$ cat config.mk
export PLATFORM = sky130hd
export DESIGN_NAME = id_inst_queue_flat
export DESIGN_NICKNAME = d
export VERILOG_FILES = /design/src/rtl/id_inst_queue_if.sv /design/src/rtl/id_inst_queue.sv /design/src/flat_wrapper.sv
export SDC_FILE = /design/constraint.sdc
export NUM_CORES = 1
export LEC_CHECK = 0
export ABC_CLOCK_PERIOD_IN_PS = 9370
export BUFFER_PORTS_ARGS = -buffer_cell sky130_fd_sc_hd__clkbuf_2
export CAP_MARGIN = 20
export CORE_ASPECT_RATIO = 1.1
export CORE_MARGIN = 2
export CORE_UTILIZATION = 59
export DETAILED_ROUTE_END_ITERATION = 12
export PLACE_DENSITY_LB_ADDON = 0.1
export SETUP_SLACK_MARGIN = 0.5
export SYNTH_ARGS = -nofsm -noshare
export SYNTH_HDL_FRONTEND = slang
export SYNTH_SLANG_ARGS = --single-unit
$ cat constraint.sdc
create_clock -name clk -period 9.37 [get_ports clk]
set_input_delay 0.4685 -clock clk [delete_from_list [all_inputs] [get_ports clk]]
set_output_delay 0.4685 -clock clk [all_outputs]
set_load 0.005 [all_outputs]
$ cat src/rtl/id_inst_queue_if.sv
// Interface between the Icache response, flow control and the ID decode stage.
// The queue sits on the slave side; whatever feeds and consumes it uses master.
interface id_inst_queue_if #(
  parameter int unsigned DEPTH = 4,
  parameter int unsigned XLEN  = 32,
  parameter int unsigned PC_W  = 32
);
  localparam int unsigned CNT_W = $clog2(DEPTH + 1);

  logic             icache_ready_i;
  logic [XLEN-1:0]  icache_inst_i;
  logic [PC_W-1:0]  icache_pc_i;
  logic             fc_stall_id_i;
  logic             fc_flush_id_i;
  logic             id_bubble_i;

  logic [XLEN-1:0]  iq_inst_o;
  logic [PC_W-1:0]  iq_pc_o;
  logic             iq_valid_o;
  logic             iq_full_o;
  logic             iq_almost_full_o;
  logic [CNT_W-1:0] iq_count_o;
  logic             iq_overflow_o;

  modport master (
    output icache_ready_i, icache_inst_i, icache_pc_i,
    output fc_stall_id_i, fc_flush_id_i, id_bubble_i,
    input  iq_inst_o, iq_pc_o, iq_valid_o,
    input  iq_full_o, iq_almost_full_o, iq_count_o, iq_overflow_o
  );

  modport slave (
    input  icache_ready_i, icache_inst_i, icache_pc_i,
    input  fc_stall_id_i, fc_flush_id_i, id_bubble_i,
    output iq_inst_o, iq_pc_o, iq_valid_o,
    output iq_full_o, iq_almost_full_o, iq_count_o, iq_overflow_o
  );
endinterface

$ cat src/rtl/id_inst_queue.sv
// DEPTH-entry {pc, inst} FIFO between Icache and ID with empty-queue bypass,
// load-use bubble insertion and post-flush squash of stale Icache returns.
module id_inst_queue #(
  parameter int unsigned     DEPTH      = 4,
  parameter int unsigned     XLEN       = 32,
  parameter int unsigned     PC_W       = 32,
  parameter int unsigned     SQUASH_CYC = 1,
  parameter int unsigned     AF_LEVEL   = DEPTH - 1,
  parameter logic [XLEN-1:0] NOP_INST   = '0
) (
  input  logic              clk,
  input  logic              rst_n,
  id_inst_queue_if.slave    iq
);

  localparam int unsigned PTR_W = $clog2(DEPTH);
  localparam int unsigned CNT_W = $clog2(DEPTH + 1);

  typedef logic [PTR_W-1:0] ptr_t;
  typedef logic [CNT_W-1:0] cnt_t;

  typedef struct packed {
    logic [PC_W-1:0] pc;
    logic [XLEN-1:0] inst;
  } entry_t;

  entry_t     mem_q [DEPTH];
  ptr_t       rd_ptr_q, rd_ptr_d;
  ptr_t       wr_ptr_q, wr_ptr_d;
  cnt_t       count_q, count_d;
  logic [2:0] squash_q, squash_d;
  logic       overflow_q, overflow_d;

  logic            empty, full;
  logic            in_v, take, push_req, push, pop;
  logic            out_valid;
  logic [XLEN-1:0] out_inst;
  logic [PC_W-1:0] out_pc;

  assign empty = (count_q == '0);
  assign full  = (count_q == CNT_W'(DEPTH));

  // A return is only accepted outside the squash window, and never while reset
  // holds the queue, so outputs show the idle state for the whole reset.
  assign in_v = rst_n && iq.icache_ready_i && (squash_q == '0) && !iq.fc_flush_id_i;

  // NOTE: every signal driven here gets a default first; a path that leaves one
  // unassigned would infer a latch.
  always_comb begin
    out_inst  = NOP_INST;
    out_pc    = '0;
    out_valid = 1'b0;
    if (!(iq.id_bubble_i || iq.fc_flush_id_i)) begin
      if (!empty) begin
        out_inst  = mem_q[rd_ptr_q].inst;
        out_pc    = mem_q[rd_ptr_q].pc;
        out_valid = 1'b1;
      end else if (in_v) begin
        out_inst  = iq.icache_inst_i;
        out_pc    = iq.icache_pc_i;
        out_valid = 1'b1;
      end
    end
  end

  assign take = out_valid && !iq.fc_stall_id_i && !iq.id_bubble_i && !iq.fc_flush_id_i;
  assign pop  = take && !empty;

  // A bypassed instruction that ID consumes this cycle never needs storage.
  assign push_req = in_v && !(empty && take);
  assign push     = push_req && (!full || pop);

  always_comb begin
    rd_ptr_d   = rd_ptr_q;
    wr_ptr_d   = wr_ptr_q;
    count_d    = count_q;
    squash_d   = (squash_q != '0) ? squash_q - 3'd1 : squash_q;
    overflow_d = overflow_q || (push_req && full && !pop);

    if (iq.fc_flush_id_i) begin
      rd_ptr_d = '0;
      wr_ptr_d = '0;
      count_d  = '0;
      squash_d = 3'(SQUASH_CYC);
    end else begin
      if (pop)  rd_ptr_d = rd_ptr_q + 1'b1;
      if (push) wr_ptr_d = wr_ptr_q + 1'b1;
      if (push && !pop)      count_d = count_q + 1'b1;
      else if (pop && !push) count_d = count_q - 1'b1;
    end
  end

  // NOTE: state registers use non-blocking assignments so every flop samples
  // the pre-edge values regardless of block ordering.
  always_ff @(posedge clk or negedge rst_n) begin
    if (!rst_n) begin
      rd_ptr_q   <= '0;
      wr_ptr_q   <= '0;
      count_q    <= '0;
      squash_q   <= '0;
      overflow_q <= 1'b0;
    end else begin
      rd_ptr_q   <= rd_ptr_d;
      wr_ptr_q   <= wr_ptr_d;
      count_q    <= count_d;
      squash_q   <= squash_d;
      overflow_q <= overflow_d;
    end
  end

  // NOTE: storage is deliberately not reset; count gates every read, so stale
  // contents are never visible and the array maps onto plain RAM/flops.
  always_ff @(posedge clk) begin
    if (push) mem_q[wr_ptr_q] <= '{pc: iq.icache_pc_i, inst: iq.icache_inst_i};
  end

  assign iq.iq_inst_o        = out_inst;
  assign iq.iq_pc_o          = out_pc;
  assign iq.iq_valid_o       = out_valid;
  assign iq.iq_full_o        = full;
  assign iq.iq_almost_full_o = (count_q >= CNT_W'(AF_LEVEL));
  assign iq.iq_count_o       = count_q;
  assign iq.iq_overflow_o    = overflow_q;

endmodule

$ cat src/flat_wrapper.sv
// flat-port wrapper written by rule: the top's interface ports become plain ports
module id_inst_queue_flat 
#(
  parameter int unsigned     DEPTH      = 4,
  parameter int unsigned     XLEN       = 32,
  parameter int unsigned     PC_W       = 32,
  parameter int unsigned     SQUASH_CYC = 1,
  parameter int unsigned     AF_LEVEL   = DEPTH - 1,
  parameter logic [XLEN-1:0] NOP_INST   = '0
)
  (clk, rst_n, iq_icache_ready_i, iq_icache_inst_i, iq_icache_pc_i, iq_fc_stall_id_i, iq_fc_flush_id_i, iq_id_bubble_i, iq_iq_inst_o, iq_iq_pc_o, iq_iq_valid_o, iq_iq_full_o, iq_iq_almost_full_o, iq_iq_count_o, iq_iq_overflow_o);
  id_inst_queue_if #(.DEPTH(DEPTH), .XLEN(XLEN), .PC_W(PC_W)) iq_i ();
  input  logic clk;
  input  logic rst_n;
  input wire logic [$bits(iq_i.icache_ready_i)-1:0] iq_icache_ready_i;
  input wire logic [$bits(iq_i.icache_inst_i)-1:0] iq_icache_inst_i;
  input wire logic [$bits(iq_i.icache_pc_i)-1:0] iq_icache_pc_i;
  input wire logic [$bits(iq_i.fc_stall_id_i)-1:0] iq_fc_stall_id_i;
  input wire logic [$bits(iq_i.fc_flush_id_i)-1:0] iq_fc_flush_id_i;
  input wire logic [$bits(iq_i.id_bubble_i)-1:0] iq_id_bubble_i;
  output wire logic [$bits(iq_i.iq_inst_o)-1:0] iq_iq_inst_o;
  output wire logic [$bits(iq_i.iq_pc_o)-1:0] iq_iq_pc_o;
  output wire logic [$bits(iq_i.iq_valid_o)-1:0] iq_iq_valid_o;
  output wire logic [$bits(iq_i.iq_full_o)-1:0] iq_iq_full_o;
  output wire logic [$bits(iq_i.iq_almost_full_o)-1:0] iq_iq_almost_full_o;
  output wire logic [$bits(iq_i.iq_count_o)-1:0] iq_iq_count_o;
  output wire logic [$bits(iq_i.iq_overflow_o)-1:0] iq_iq_overflow_o;
  assign iq_i.icache_ready_i = iq_icache_ready_i;
  assign iq_i.icache_inst_i = iq_icache_inst_i;
  assign iq_i.icache_pc_i = iq_icache_pc_i;
  assign iq_i.fc_stall_id_i = iq_fc_stall_id_i;
  assign iq_i.fc_flush_id_i = iq_fc_flush_id_i;
  assign iq_i.id_bubble_i = iq_id_bubble_i;
  assign iq_iq_inst_o = iq_i.iq_inst_o;
  assign iq_iq_pc_o = iq_i.iq_pc_o;
  assign iq_iq_valid_o = iq_i.iq_valid_o;
  assign iq_iq_full_o = iq_i.iq_full_o;
  assign iq_iq_almost_full_o = iq_i.iq_almost_full_o;
  assign iq_iq_count_o = iq_i.iq_count_o;
  assign iq_iq_overflow_o = iq_i.iq_overflow_o;
  id_inst_queue #(.DEPTH(DEPTH), .XLEN(XLEN), .PC_W(PC_W), .SQUASH_CYC(SQUASH_CYC), .AF_LEVEL(AF_LEVEL), .NOP_INST(NOP_INST)) u_core (.clk(clk), .rst_n(rst_n), .iq(iq_i));
endmodule
==> out/summary.txt, run 1 <==
==========================================================================================
Outcome                                                                       finished clean
Delay of the slowest cell on the worst path                                         690 ps
Die X                                                                               136 µm
Number of global-route vias before repair                                             6101
Critical Path Start Type                                                         flip-flop
Kind of path behind the tightest hold check                                   input pin to flip-flop
Post-layout total power                                                            2670 µW
Critical path cell sequence                                                   inv_1, ha_1, ha_1, nand4b_2, nor2_8, buf_4, a22oi_1, nor2_1, clkbuf_2
Highest achievable clock rate                                                      245 MHz
Pin count of the biggest net entering global routing                                    66
Cell count after placement                                                             923
Post-synth top cells                                                          256 x sky130_fd_sc_hd__edfxtp_1, 64 x sky130_fd_sc_hd__mux4_2, 61 x sky130_fd_sc_hd__nor2_2
Total vias in the final route                                                         5864
Post-Syn Nets                                                                          646
Instance count on the critical path                                                      9
Type of element capturing the critical path                                   primary output
Quantity of I/O buffers inserted on ports                                              140
Number of levels in the clock H-tree                                                     1
Starting density of the core                                                         59.8%
Minimum clock period                                                               4090 ps
Synth warn                                                                               0
Critical-path top delay cell                                                  sky130_fd_sc_hd__buf_4
Post-Place Worst Slack                                                             5830 ps
Final WL                                                                          21800 µm
Via-per-instance ratio                                                                6.02
GR Util All Layers                                                                   22.0%
Cell area after synthesis                                                        11400 µm²
Maximum resistive drop on vdd                                                     0.147 mV
Unrepaired setup endpoints after global routing                                         no
Data arrival time of the critical path                                             3620 ps
Post-synthesis async set-or-reset flop share                                         4.12%
Largest driver fanout on the critical path                                              41
Filler-free cell count of the finished design                                          974
Crit Reg-Reg Endpoint                                                         u_core.mem_q[3][9]$_DFFE_PP_
Critical Path Most Common Cell                                                sky130_fd_sc_hd__ha_1
First drt pass iteration count                                                           5
Standby leakage power                                                           0.00423 µW
Number of gates resized after CTS                                                        0
Met3 wire len                                                                      1150 µm
Endpoint of the most critical setup path                                      iq_iq_inst_o[19]
Part of the cycle the worst path needs                                               43.6%
Part of the Yosys area used for sequential elements                                  69.9%
Routed metal-1 wirelength                                                          9350 µm
Count leader, synth                                                           sky130_fd_sc_hd__edfxtp_1
Category of the most critical setup path                                      flip-flop to primary output
Prevailing post-synth register cell                                           sky130_fd_sc_hd__edfxtp_1
Largest delay contributor family on the critical path                         simple AND/OR/NAND/NOR gates
Final GP Congestion                                                                  0.833
Clock buffers created by TritonCTS                                                      26
Met2 Wirelength                                                                   11100 µm
Reg2Reg Launch Point                                                          u_core.squash_q[0]$_DFFE_PN0P_
Die Area                                                                         20400 µm²
Uppermost layer routed                                                                met4
Data required time of the critical path                                            8900 ps
Worst reg-to-reg path cell count                                                         6
Fraction of layout instances using a drive strength above 1                          52.6%
Root buf cell                                                                 sky130_fd_sc_hd__clkbuf_16
Die height                                                                          150 µm
Setup crit start                                                              u_core.squash_q[0]$_DFFE_PN0P_
First-pass GRT wire length                                                        33800 µm
Antenna violations before repair                                                         1
Clock edge transition at the registers on the reported setup and hold paths          60 ps
Largest cells by area after synthesis                                         sky130_fd_sc_hd__edfxtp_1 67%, sky130_fd_sc_hd__mux4_2 13%, sky130_fd_sc_hd__a22oi_2 6.6%
Count of final hold-check violations                                                     0
Worst clock skew on the final layout                                               7.80 ps
Post-detailed-route wirelength per cell                                            22.4 µm
Synth Instances                                                                        569
Worst R2R Setup Slack                                                              6390 ps
Clk sink count                                                                         267
Max Root-Sink Buffers                                                                    3
Setup slack after layout                                                           5280 ps
FF+latch count, synth                                                                  267
Routed Antenna Nets                                                                      0
Drt initial violations                                                                 495
Layout Area Growth over Synthesis                                                    14.3%
Filler cell count in the final layout                                                 1249
Count of nets after finishing                                                          784
Number of top-level design ports                                                       141
Post-synth EDFFs                                                                       256
FP Rows                                                                                 53
Reported max-cap violation count                                                         0
Setup repair bufs after CTS                                                              0
CTS tree                                                                              done
Count of pins over their slew limit                                                      0
Remaining routing DRC violations                                                         0
Actual slew at the worst max-slew pin                                              1020 ps
Relative slew slack                                                                  31.9%
Final setup vio count                                                                    0
Buf/Inv on CP                                                                            3
Mean instance size in the synthesized netlist                                     20.0 µm²
Total Neg Setup Slack                                                                 0 ps
Area leader, netlist                                                          sky130_fd_sc_hd__edfxtp_1
Core Footprint                                                                   19000 µm²
Hold Worst Slack                                                                    185 ps
Clock network latency to the later pin of the worst-skew pair                       530 ps
Top-area cell type share of the netlist area                                         67.5%
Post-detailed-placement half-perimeter wirelength                                 12000 µm
Power density normalized to cell area                                           205 nW/µm²
Sum of overflow across all layers after global routing                                   0
Number of distinct library cells after synthesis                                        36
==========================================================================================
per-stage QoR:
step                instance area [µm²]  utilization [%]
floorplan                         11400                -
global placement                  12100             63.8
detailed placement                12100             63.8
CTS                               13000             68.1
global route                      13000             68.4
finish                            13000             68.4
worst min-delay path by stage:
stage,start,end,slack [ps],cells past startpoint
after floorplan,rst_n,u_core.iq.iq_count_o[0]$_DFFE_PN0P_,170,0
after global placement,rst_n,u_core.squash_q[1]$_DFFE_PN0P_,380,1
after detailed placement,rst_n,u_core.squash_q[2]$_DFFE_PN0P_,380,1
after CTS,iq_icache_inst_i[20],u_core.mem_q[2][20]$_DFFE_PP_,170,1
after global routing,iq_icache_inst_i[20],u_core.mem_q[2][20]$_DFFE_PP_,170,1
final,iq_icache_inst_i[12],u_core.mem_q[3][12]$_DFFE_PP_,180,1
logic make-up after synthesis:
group           Yosys count  share of synthesized area, %
flops                   267                          69.9
mux                      66                          12.9
buf+inv                  47                          3.12
compound gates           79                          7.77
simple gates             98                          5.13
xor+xnor                  5                         0.385
fa+ha+maj                 7                         0.835
layout by cell type (no fill, tap or decap), drive strengths merged, types with 3 or more instances in the layout:
cell	n
mux4	64
buf	7
ha	6
clkinv	15
a22oi	64
dfrtp	11
inv	10
edfxtp	256
nor3	4
a21oi	5
nand3	3
nor2	78
clkbuf	169
and2	4
xor2	3
layer usage:
| layer | vias to the layer above | track usage [%] |
|---|---|---|
| met5 | - | 0 |
| met4 | 0 | 4.90 |
| met3 | 11 | 3.52 |
| met2 | 162 | 36.4 |
| met1 | 3091 | 31.3 |
| li1 | 2600 | - |
timing repair:
| item | 4_1_cts | 5_1_grt |
|---|---|---|
| hold endpoints to repair | 11 | 0 |
| hold buffers | 1 | 0 |
| setup endpoints to repair | 0 | 0 |
power by group:
group	leakage, µW	internal [µW]	switching (µW)
clock	0.000408	577	422
combinational	0.00137	136	194
sequential	0.00245	1330	13.4
total	0.00423	2040	629
registers in the layout, summed over array words and instances, names as in the netlist:
signal	count
u_core.rd_ptr_q	2
u_core.squash_q	3
u_core.wr_ptr_q	2
u_core.iq.iq_count_o	3
u_core.mem_q	256
u_core.iq.iq_overflow_o	1
area by class of cell:
type                       count  area [µm²]  area share [%]
antenna                        1        2.50          0.0192
timing repair buffer         148         803            6.17
tap                          247         309            2.37
sequential                   267        7970            61.2
clock buffer                  29         683            5.25
clock inverter                18         134            1.03
inverter                       9        33.8           0.259
multi-input combinational    255        3090            23.7
Power figures use the tool's default switching activity.
==> inputs of run 2 (changes only) <==
--- a/config.mk
+++ b/config.mk
@@ -5,12 +5,12 @@
 export SDC_FILE = /design/constraint.sdc
 export NUM_CORES = 1
 export LEC_CHECK = 0
-export ABC_CLOCK_PERIOD_IN_PS = 9370
+export ABC_CLOCK_PERIOD_IN_PS = 3450
 export BUFFER_PORTS_ARGS = -buffer_cell sky130_fd_sc_hd__clkbuf_2
 export CAP_MARGIN = 20
 export CORE_ASPECT_RATIO = 1.1
 export CORE_MARGIN = 2
-export CORE_UTILIZATION = 59
+export CORE_UTILIZATION = 52
 export DETAILED_ROUTE_END_ITERATION = 12
 export PLACE_DENSITY_LB_ADDON = 0.1
 export SETUP_SLACK_MARGIN = 0.5
==> constraint.sdc (replaced) <==
create_clock -name clk -period 3.45 [get_ports clk]
set_input_delay 0.1725 -clock clk [delete_from_list [all_inputs] [get_ports clk]]
set_output_delay 0.1725 -clock clk [all_outputs]
set_load 0.005 [all_outputs]
==> run 2 against run 1 <==
Effect of this change: largest power group unchanged; setup slack lost 4600 ps; sequential share of layout area decreased by 3.8 points; core utilization decreased by 3.7 points; wire length is 6.5% higher; critical endpoint is now iq_iq_inst_o[16]; flip-flop and latch count stayed put; critical path type unchanged; cell count increased by 13%; via count increased by 4.6%; die area increased by 13%.
==> out/summary.txt, run 2 (synthesized netlist as in run 1, its figures left out) <==
==========================================================================================
Drt initial violations                                                                 429   -13%
Clock buffers created by TritonCTS                                                      26   unchanged
Area of all placed cells without fillers                                         13900 µm²   +6.6%
Root buf cell                                                                 sky130_fd_sc_hd__clkbuf_16
Power share of the sequential group                                                  50.3%   about the same
Kind of path behind the tightest hold check                                   input pin to async pin
Type of element capturing the critical path                                   primary output
Routed Antenna Nets                                                                      0   unchanged
Sum of overflow across all layers after global routing                                   0   unchanged
Clock edge transition at the registers on the reported setup and hold paths          60 ps   about the same
Total Neg Setup Slack                                                                 0 ps   unchanged
Power density normalized to cell area                                           523 nW/µm²   +150%
Maximum resistive drop on vdd                                                     0.393 mV   +170%
Final setup vio count                                                                    0   unchanged
Pint                                                                               5560 µW   +170%
Highest achievable clock rate                                                      360 MHz
Number of levels in the clock H-tree                                                     1   unchanged
Unrepaired setup endpoints after global routing                                         no
Layout Area Growth over Synthesis                                                    21.8%
Remaining routing DRC violations                                                         0   unchanged
Count of nets after finishing                                                          864   +10%
Core Footprint                                                                   21400 µm²   +13%
Number of top-level design ports                                                       141   unchanged
Reported max-cap violation count                                                         0   unchanged
Post-detailed-placement half-perimeter wirelength                                 13600 µm   +13%
Pin count of the biggest net entering global routing                                    40   -39%
Largest delay contributor family on the critical path                         simple AND/OR/NAND/NOR gates
Leading cell type in the layout, fill and taps excluded                       sky130_fd_sc_hd__edfxtp_1
Critical path cell sequence                                                   or3_4, nor2_8, buf_12, a22oi_2, nor2_2, clkbuf_2
Clk network pwr share                                                                36.0%   -1.4 points
Via-per-instance ratio                                                                5.59   -7.1%
Outcome                                                                       finished clean
Count of pins over their slew limit                                                      0   unchanged
Commonest cells after routing, fill and taps aside                            256 x sky130_fd_sc_hd__edfxtp_1, 140 x sky130_fd_sc_hd__clkbuf_2, 66 x sky130_fd_sc_hd__dlygate4sd3_1
Final WL                                                                          23200 µm   +6.5%
Minimum clock period                                                               2780 ps
Critical Path Start Type                                                         flip-flop
FP Rows                                                                                 56   +5.7%
Switching power share of the total                                                   23.4%   -0.17 points
Antenna violations before repair                                                         0   -1
Count of final hold-check violations                                                     0   unchanged
Category of the most critical setup path                                      flip-flop to primary output
Standby leakage power                                                           0.00457 µW   +8.1%
Max Root-Sink Buffers                                                                    3   unchanged
Combinational share of power                                                         13.7%   +1.3 points
Part of the cycle the worst path needs                                               80.6%
Clock network latency to the later pin of the worst-skew pair                       510 ps   -20 ps
Final GP Congestion                                                                  0.751   -9.9%
Buf/Inv on CP                                                                            2   -1
Relative slew slack                                                                  52.3%   +20 points
Die X                                                                               145 µm   +6.3%
CTS tree                                                                              done
First drt pass iteration count                                                           4   -1
Starting density of the core                                                         53.1%   -6.7 points
Placed Area                                                                      12400 µm²   +1.9%
Data arrival time of the critical path                                             2610 ps   -1010 ps
Die Area                                                                         23100 µm²   +13%
Data required time of the critical path                                            3280 ps   -5620 ps
Number of global-route vias before repair                                             6629   +8.7%
Total vias in the final route                                                         6134   +4.6%
Register containing the most flip-flops in the final layout                   u_core.mem_q
Filler cell count in the final layout                                                 1559   +25%
Die height                                                                          159 µm   +6.3%
Critical-path top delay cell                                                  sky130_fd_sc_hd__or3_4
Post-layout total power                                                            7260 µW   +170%
Post-detailed-route wirelength per cell                                            21.1 µm   -5.4%
Clk sink count                                                                         267   unchanged
Net switching power of the design                                                  1700 µW   +170%
First-pass GRT wire length                                                        36600 µm   +8.5%
Largest driver fanout on the critical path                                              31   -24%
Share of the core filled with cells in the final layout                              64.7%   -3.7 points
Quantity of I/O buffers inserted on ports                                              140   unchanged
Delay of the slowest cell on the worst path                                         640 ps   -50 ps
Flip-flop count of the largest register after layout                                   256   unchanged
Hold Worst Slack                                                                   95.2 ps   -89.4 ps
Fraction of layout instances using a drive strength above 1                          48.7%   -3.9 points
GR Util All Layers                                                                   20.2%   -1.7 points
Worst clock skew on the final layout                                               9.89 ps   +2.08 ps
Actual slew at the worst max-slew pin                                               715 ps   -306 ps
Total inserted antenna cells                                                             0   -1
==========================================================================================
==> run 2: stage by stage <==
step | setup WS (ps) | std cells
2_1_floorplan | 780 | 569
3_3_place_gp | 768 | 978
3_5_place_dp | 646 | 978
4_1_cts | 573 | 1097
5_1_grt | 506 | 1097
6_report | 670 | 1097
==> run 2: cell type report <==
class	instances	area, µm²	share of cell area, %
multi-input combinational	256	3110	22.4
sequential	267	7970	57.4
timing repair buffer	227	1610	11.6
clock buffer	40	764	5.51
clock inverter	8	31.3	0.225
tap	290	363	2.61
inverter	9	33.8	0.243
==> run 2: what timing repair did <==
item / 4_1_cts / 5_1_grt
cloned: 1 / 0
hold buffers: 66 / 0
buffers inserted: 4 / 0
gates resized for setup: 1 / 2
hold endpoints to repair: 270 / 0
endpoints found under the setup margin: 55 / 41
pin swaps: 2 / 0
==> run 2: worst paths after layout <==
check	slack, ps	to	from	cells after the start
worst max-delay path	670	iq_iq_inst_o[16]	u_core.iq.iq_count_o[2]$_DFFE_PN0P_	6
worst min-delay path	100	u_core.iq.iq_count_o[0]$_DFFE_PN0P_	rst_n	2
worst max register to register	890	u_core.mem_q[3][25]$_DFFE_PP_	u_core.squash_q[1]$_DFFE_PN0P_	7
worst min register to register	480	u_core.iq.iq_overflow_o$_DFF_PN0_	u_core.iq.iq_overflow_o$_DFF_PN0_	1
max in group asynchronous	3050	u_core.rd_ptr_q[0]$_DFFE_PN0P_	rst_n	2
min in group clk	110	u_core.wr_ptr_q[0]$_DFFE_PN0P_	iq_icache_ready_i	3
==> run 2: power groups by stage <==
stage	Sequential, µW	Clock (µW)	Combinational (µW)
2_1_floorplan	3700	0	709
3_3_place_gp	3710	0	894
3_5_place_dp	3720	0	918
4_1_cts	3650	2670	1010
5_1_grt	3660	2770	1080
6_report	3650	2610	996
==> run 2: worst register-to-register path, stage by stage (launching register included) <==
cell	delay, ps
sky130_fd_sc_hd__dfrtp_1	390
sky130_fd_sc_hd__inv_1	70
sky130_fd_sc_hd__ha_1	140
sky130_fd_sc_hd__ha_2	270
sky130_fd_sc_hd__nand4b_4	240
sky130_fd_sc_hd__nor2_1	360
sky130_fd_sc_hd__and2_4	480
sky130_fd_sc_hd__buf_12	300
==> run 2: routing by layer <==
metal	wire length (µm)	global-route usage, %	vias up	part of all wire (%)
met2	11600	34.1	160	50
met1	10100	28.2	3180	44
met5	0	0	-	0
met3	1160	3.12	32	5.0
met4	380	4.99	0	1.6
li1	-	-	2762	-
